`src/rtl/ttl_seq_pkg.sv`:
```
// Shared state encoding for the nibble-serial adder sequencers.
package ttl_seq_pkg;

    typedef enum logic [1:0] {
        SEQ_IDLE = 2'd0,
        SEQ_RUN  = 2'd1,
        SEQ_DONE = 2'd2
    } seq_state_e;

endpackage

```
`src/rtl/ttl_nibble_shifter.sv`:
```
// Parallel-load register that shifts right by one nibble per clock,
// taking a new nibble in at the top.
module ttl_nibble_shifter
    import ttl_seq_pkg::*;
#(
    parameter int WIDTH        = 16,
    parameter int NIBBLE_WIDTH = 4
) (
    input  logic                    clk,
    input  logic                    rst_n,
    input  logic                    load,
    input  logic                    shift,
    input  logic [WIDTH-1:0]        load_data,
    input  logic [NIBBLE_WIDTH-1:0] nibble_in,
    output logic [WIDTH-1:0]        q
);

    logic [WIDTH-1:0] shifted;

    // A single-nibble register is simply replaced on each shift.
    if (WIDTH == NIBBLE_WIDTH) begin : g_single
        assign shifted = nibble_in;
    end else begin : g_multi
        assign shifted = {nibble_in, q[WIDTH-1:NIBBLE_WIDTH]};
    end

    // NOTE: non-blocking assignments so every flop samples pre-edge values,
    // independent of the order in which the simulator runs the blocks.
    always_ff @(posedge clk or negedge rst_n) begin
        if (!rst_n) begin
            q <= '0;
        end else if (load) begin
            q <= load_data;
        end else if (shift) begin
            q <= shifted;
        end
    end

endmodule

```
`src/rtl/ttl_adder_sequencer.sv`:
```
// Time-shares one external 4-bit adder slice to add or subtract full-width
// operands nibble by nibble, LSB first, with a Start/Busy/Done handshake.
module ttl_adder_sequencer
    import ttl_seq_pkg::*;
#(
    parameter int OPERAND_WIDTH = 16,
    parameter int NIBBLE_WIDTH  = 4
) (
    input  logic                     Clk,
    input  logic                     Clear_bar,
    input  logic                     Start,
    input  logic                     Sub,
    input  logic [OPERAND_WIDTH-1:0] A_in,
    input  logic [OPERAND_WIDTH-1:0] B_in,
    output logic                     Busy,
    output logic                     Done,
    output logic [OPERAND_WIDTH-1:0] Result,
    output logic                     C_out,
    output logic                     Overflow,
    output logic [NIBBLE_WIDTH-1:0]  Adder_A,
    output logic [NIBBLE_WIDTH-1:0]  Adder_B,
    output logic                     Adder_Cin,
    input  logic [NIBBLE_WIDTH-1:0]  Adder_Sum,
    input  logic                     Adder_Cout
);

    localparam int OW      = OPERAND_WIDTH;
    localparam int NW      = NIBBLE_WIDTH;
    localparam int NIBBLES = OW / NW;
    localparam int CNT_W   = (NIBBLES > 1) ? $clog2(NIBBLES) : 1;
    localparam logic [CNT_W-1:0] LAST_CNT = CNT_W'(NIBBLES - 1);

    seq_state_e       state, state_next;
    logic [CNT_W-1:0] cnt;
    logic             carry;
    logic             running, accept, final_pass;
    logic [OW-1:0]    a_sh, b_sh, acc_sh;
    logic [OW-1:0]    result_next;
    logic             unused_bits;

    assign running    = (state == SEQ_RUN);
    assign accept     = Start && !running;
    assign final_pass = running && (cnt == LAST_CNT);
    assign Busy       = running;
    assign Done       = (state == SEQ_DONE);

    ttl_nibble_shifter #(.WIDTH(OW), .NIBBLE_WIDTH(NW)) u_a_sh (
        .clk(Clk), .rst_n(Clear_bar), .load(accept), .shift(running),
        .load_data(A_in), .nibble_in('0), .q(a_sh)
    );

    ttl_nibble_shifter #(.WIDTH(OW), .NIBBLE_WIDTH(NW)) u_b_sh (
        .clk(Clk), .rst_n(Clear_bar), .load(accept), .shift(running),
        .load_data(Sub ? ~B_in : B_in), .nibble_in('0), .q(b_sh)
    );

    ttl_nibble_shifter #(.WIDTH(OW), .NIBBLE_WIDTH(NW)) u_acc_sh (
        .clk(Clk), .rst_n(Clear_bar), .load(1'b0), .shift(running),
        .load_data('0), .nibble_in(Adder_Sum), .q(acc_sh)
    );

    // Nibbles already consumed by the adder are never read back.
    if (NIBBLES == 1) begin : g_single
        assign result_next = Adder_Sum;
        assign unused_bits = ^acc_sh;
    end else begin : g_multi
        assign result_next = {Adder_Sum, acc_sh[OW-1:NW]};
        assign unused_bits = ^{a_sh[OW-1:NW], b_sh[OW-1:NW], acc_sh[NW-1:0]};
    end

    always_ff @(posedge Clk or negedge Clear_bar) begin
        if (!Clear_bar) state <= SEQ_IDLE;
        else            state <= state_next;
    end

    // NOTE: every output of this block gets a default first, so no path
    // leaves a signal unassigned and no latch is inferred.
    always_comb begin
        state_next = state;
        unique case (state)
            SEQ_IDLE: if (Start) state_next = SEQ_RUN;
            SEQ_RUN:  if (cnt == LAST_CNT) state_next = SEQ_DONE;
            SEQ_DONE: state_next = Start ? SEQ_RUN : SEQ_IDLE;
            default:  state_next = SEQ_IDLE;
        endcase
    end

    always_comb begin
        Adder_A   = '0;
        Adder_B   = '0;
        Adder_Cin = 1'b0;
        if (running) begin
            Adder_A   = a_sh[NW-1:0];
            Adder_B   = b_sh[NW-1:0];
            Adder_Cin = carry;
        end
    end

    // The carry flop seeds with Sub so subtraction becomes A + ~B + 1.
    always_ff @(posedge Clk or negedge Clear_bar) begin
        if (!Clear_bar) begin
            carry <= 1'b0;
            cnt   <= '0;
        end else if (accept) begin
            carry <= Sub;
            cnt   <= '0;
        end else if (running) begin
            carry <= Adder_Cout;
            cnt   <= cnt + CNT_W'(1);
        end
    end

    always_ff @(posedge Clk or negedge Clear_bar) begin
        if (!Clear_bar) begin
            Result   <= '0;
            C_out    <= 1'b0;
            Overflow <= 1'b0;
        end else if (final_pass) begin
            Result   <= result_next;
            C_out    <= Adder_Cout;
            Overflow <= (Adder_A[NW-1] == Adder_B[NW-1]) &&
                        (Adder_Sum[NW-1] != Adder_A[NW-1]);
        end
    end

endmodule

```
`config.mk`:
```
export PLATFORM = sky130hd
export DESIGN_NAME = ttl_adder_sequencer
export DESIGN_NICKNAME = d
export VERILOG_FILES = /design/src/rtl/ttl_seq_pkg.sv /design/src/rtl/ttl_nibble_shifter.sv /design/src/rtl/ttl_adder_sequencer.sv
export SDC_FILE = /design/constraint.sdc
export NUM_CORES = 1
export LEC_CHECK = 0
export ABC_AREA = 1
export CORE_MARGIN = 10
export CORE_UTILIZATION = 40
export CTS_BUF_LIST = sky130_fd_sc_hd__clkbuf_8 sky130_fd_sc_hd__clkbuf_16
export DETAILED_ROUTE_END_ITERATION = 16
export PLACE_DENSITY = 0.64
export SLEW_MARGIN = 10
export SYNTH_ARGS = -nofsm -noshare
export SYNTH_HDL_FRONTEND = slang
export SYNTH_SLANG_ARGS = --single-unit
```
`constraint.sdc`:
```
create_clock -name Clk -period 1.5 [get_ports Clk]
set_input_delay 0.225 -clock Clk [delete_from_list [all_inputs] [get_ports Clk]]
set_output_delay 0.225 -clock Clk [all_outputs]
set_load 0.005 [all_outputs]
```
==> impl_metrics.py <==
metrics = {
    "timing": {
        "worstMarginPinSlew_ns": 0.354,
        "hold_violations": 0,
        "period_needed_ns": 1.52,
        "whs_ns": 0.420,
        "fin_worst_skew_ns": 0.00755,
        "slew_violations": 0,
        "rsz0062_at_grt": "true",
        "maxSlewHeadroom_pct": 76.3,
        "tns_ns": -0.0415,
        "setup_ws_ns": -0.0163,
        "clock.fmax_mhz": 659,
        "fin_crit_sh_pct": 101,
        "setup_violations": 7,
    },
    "layout": {
        "drive_gt1_share_pct": 16.3,
        "antenna_cells": 0,
        "syn2layout_area_growth_pct": 45.0,
        "nNetsFinal": 472,
        "layoutNonFillerInstCount": 534,
    },
    "worst_setup_path": {
        "start_kind": "flop",
        "crit_required_ns": 1.27,
        "path_class": "flop to primary output",
        "cp-end-kind": "primary output",
        "r2r_cells": 11,
        "cp_data_arrival_time_ns": 1.29,
        "path_max_fanout": 4,
    },
    "yosys": {
        "yosys.area_share.simple_pct": 26.3,
        "synth-seq-area-share_pct": 57.4,
        "ys_ff_latch": 67,
        "synth_top_family_by_area": "simple AND/OR/NAND/NOR gates",
        "netlist_area_mm2": 0.00292,
        "syn_avg_cell_area_um2": 8.62,
        "synth.distinct_cells": 19,
        "syn-num-nets": 381,
        "synth_warnings": 0,
        "synth_compound_area_share_pct": 4.62,
        "synth_xor_area_share_pct": 4.79,
        "synth.area.mux_share_pct": 0,
        "synthAdderAreaFrac_pct": 0.428,
        "synthCells": 339,
    },
    "floorplan": {
        "dieHeight_um": 105,
        "dieArea_mm2": 0.0111,
        "die_x_um": 105,
        "ios": 70,
        "start_util_pct": 40.7,
        "placementRows": 31,
        "core-area_mm2": 0.00718,
    },
    "detailed_routing": {
        "drtAntennaViolNets": 0,
        "first_pass_iters": 5,
        "viasPerCell": 4.52,
        "drc": 0,
        "drt_iter0_drc": 76,
        "num_vias": 2413,
        "avgRoutedWirePerCell_um": 13.2,
        "routed_wl_mm": 7.06,
    },
    "global_routing": {
        "grt.total_usage_pct": 12.7,
        "grt_max_degree": 68,
        "grt_first_pass_wirelength_mm": 11.6,
        "gr-total-overflow": 0,
        "first_global_vias": 2376,
        "antenna_found_initial": 0,
    },
    "power_and_ir_drop": {
        "p_sw_mw": 2.81,
        "powerDensity_mw_per_mm2": 1920,
        "combPwrFrac_pct": 42.3,
        "swShare_pct": 34.6,
        "intPower_mw": 5.32,
        "p_seq_share_pct": 37.1,
        "power.total_mw": 8.13,
        "p_leak_nw": 2.04,
        "pwr-share-clk_pct": 20.6,
        "worst_ir_drop_vdd_v": 0.000741,
    },
    "clocking": {
        "cts_buffers": 9,
        "clock_path_buffers": 2,
        "clock_latency_ns": 0.33,
        "root_buffer": "clkbuf_8",
        "cts.sinks": 67,
        "clk_pin_slew_ns": 0.07,
        "cts_max_level": 3,
        "tritoncts": "yes",
    },
    "status": {
        "status": "complete, but fails checks",
        "violations": "negative setup slack",
    },
    "placement": {
        "place_congestion": 0.730,
        "io_buffers": 69,
        "dp_slack_ns": -0.0418,
        "dpl.hpwl_mm": 4.75,
        "place_inst": 504,
    },
    "min_path": {
        "min_path_type": "input pin to flop",
        "hold_depth": 3,
    },
    "run": {
        "max_cap_violations": 0,
    },
}
[worst paths after layout]
kind / endpoint / start / slack, ns
worst max register to register: u_a_sh.q[7] / state[1] / 0
worst max-delay path: Adder_B[1] / state[1] / -0.02
min in group asynchronous: u_a_sh.q[0] / Clear_bar / 0.43
worst min register to register: Result[0] / u_acc_sh.q[4] / 0.47
max in group asynchronous: state[0] / Clear_bar / 0.77
worst min-delay path: u_a_sh.q[12] / A_in[12] / 0.42
[sequential cells by signal, summed over array words and instances, names as in the netlist]
| signal | cells |
|---|---|
| C_out | 1 |
| Overflow | 1 |
| Result | 16 |
| carry | 1 |
| cnt | 2 |
| state | 2 |
| u_a_sh.q | 16 |
| u_acc_sh.q | 12 |
| u_b_sh.q | 16 |
[area by class of cell]
class	count	area (um2)
Timing Repair Buffer	96	982
Clock buffer	10	138
Clock inverter	6	88.8
Inverter	23	96.3
Sequential cell	67	1680
Fill cell	614	2940
Tap cell	99	124
Multi-Input combinational cell	233	1130
[through the flow]
stage          area, um2  utilization [%]
2_1_floorplan       2920                -
3_3_place_gp        3780             52.7
3_5_place_dp        3780             52.7
4_1_cts             4130             57.6
5_1_grt             4240             59.1
6_report            4240             59.1
[placed cells by master (no fill, tap or decap), drive strengths merged]
master / n
nand2: 147
dfrtp: 67
clkdlybuf4s50: 57
buf: 34
nand3: 28
o21ai: 27
inv: 23
nor2: 13
xor2: 12
clkbuf: 12
xnor2: 4
clkinvlp: 2
bufinv: 2
clkinv: 2
nand4: 1
ha: 1
dlygate4sd3: 1
dlygate4sd2: 1
clkdlybuf4s15: 1
[per-layer routing]
layer	up-vias	wire length [um]	global-route usage [%]
met5	-	0	0
met4	0	80	5.29
met3	7	287	2.62
met2	46	3560	20.5
met1	1119	3130	16.2
li1	1241	-	-
[kinds of logic (layout without fill, tap and decap cells)]
family / after synthesis / after routing
AO/OA/AOI/OAI: 27 / 27
XOR/XNOR: 16 / 16
adder cells (fa/ha/maj): 1 / 1
buffers and inverters: 40 / 135
flip-flops: 67 / 67
AND/OR/NAND/NOR: 188 / 189
[timing repair]
action | 4_1_cts | 5_1_grt
setup endpoints to repair | 11 | 42
pin swaps | 2 | 2
gates resized for setup | 55 | 22
hold endpoints to repair | 67 | 0
cloned | 1 | 1
hold buffers | 1 | 0
buffers inserted | 8 | 4
[cell usage after synthesis]
library cell | number | share of area (%)
buf_2 | 11 | 1.9
buf_6 | 3 | 1.2
nand2_2 | 1 | 0.21
ha_1 | 1 | 0.43
inv_2 | 2 | 0.26
nor2_4 | 2 | 0.77
nand2_4 | 1 | 0.39
buf_4 | 1 | 0.26
dfrtp_1 | 67 | 57
nand3_1 | 28 | 4.8
o21ai_0 | 27 | 4.6
clkbuf_1 | 2 | 0.26
clkinv_1 | 1 | 0.13
xor2_1 | 12 | 3.6
nand4_1 | 1 | 0.21
xnor2_1 | 4 | 1.2
nand2_1 | 144 | 18
nor2_1 | 11 | 1.4
inv_1 | 20 | 2.6
[worst max-delay path, cell delays in order (launching register included)]
cell     delay (ns)
dfrtp_1        0.39
inv_2          0.07
buf_8          0.12
buf_12         0.11
nand2_8        0.06
nor2_1         0.09
buf_2          0.12
[power groups by stage]
stage / Combinational, mW / Sequential, mW / Clock (mW)
after floorplan: 1.59 / 2.98 / 0
after global placement: 2.88 / 3.03 / 0
after detailed placement: 2.94 / 3.05 / 0
after CTS: 3.24 / 3.02 / 1.71
after global routing: 3.86 / 3.13 / 1.78
final: 3.43 / 3.02 / 1.67
Power figures use the tool's default switching activity.
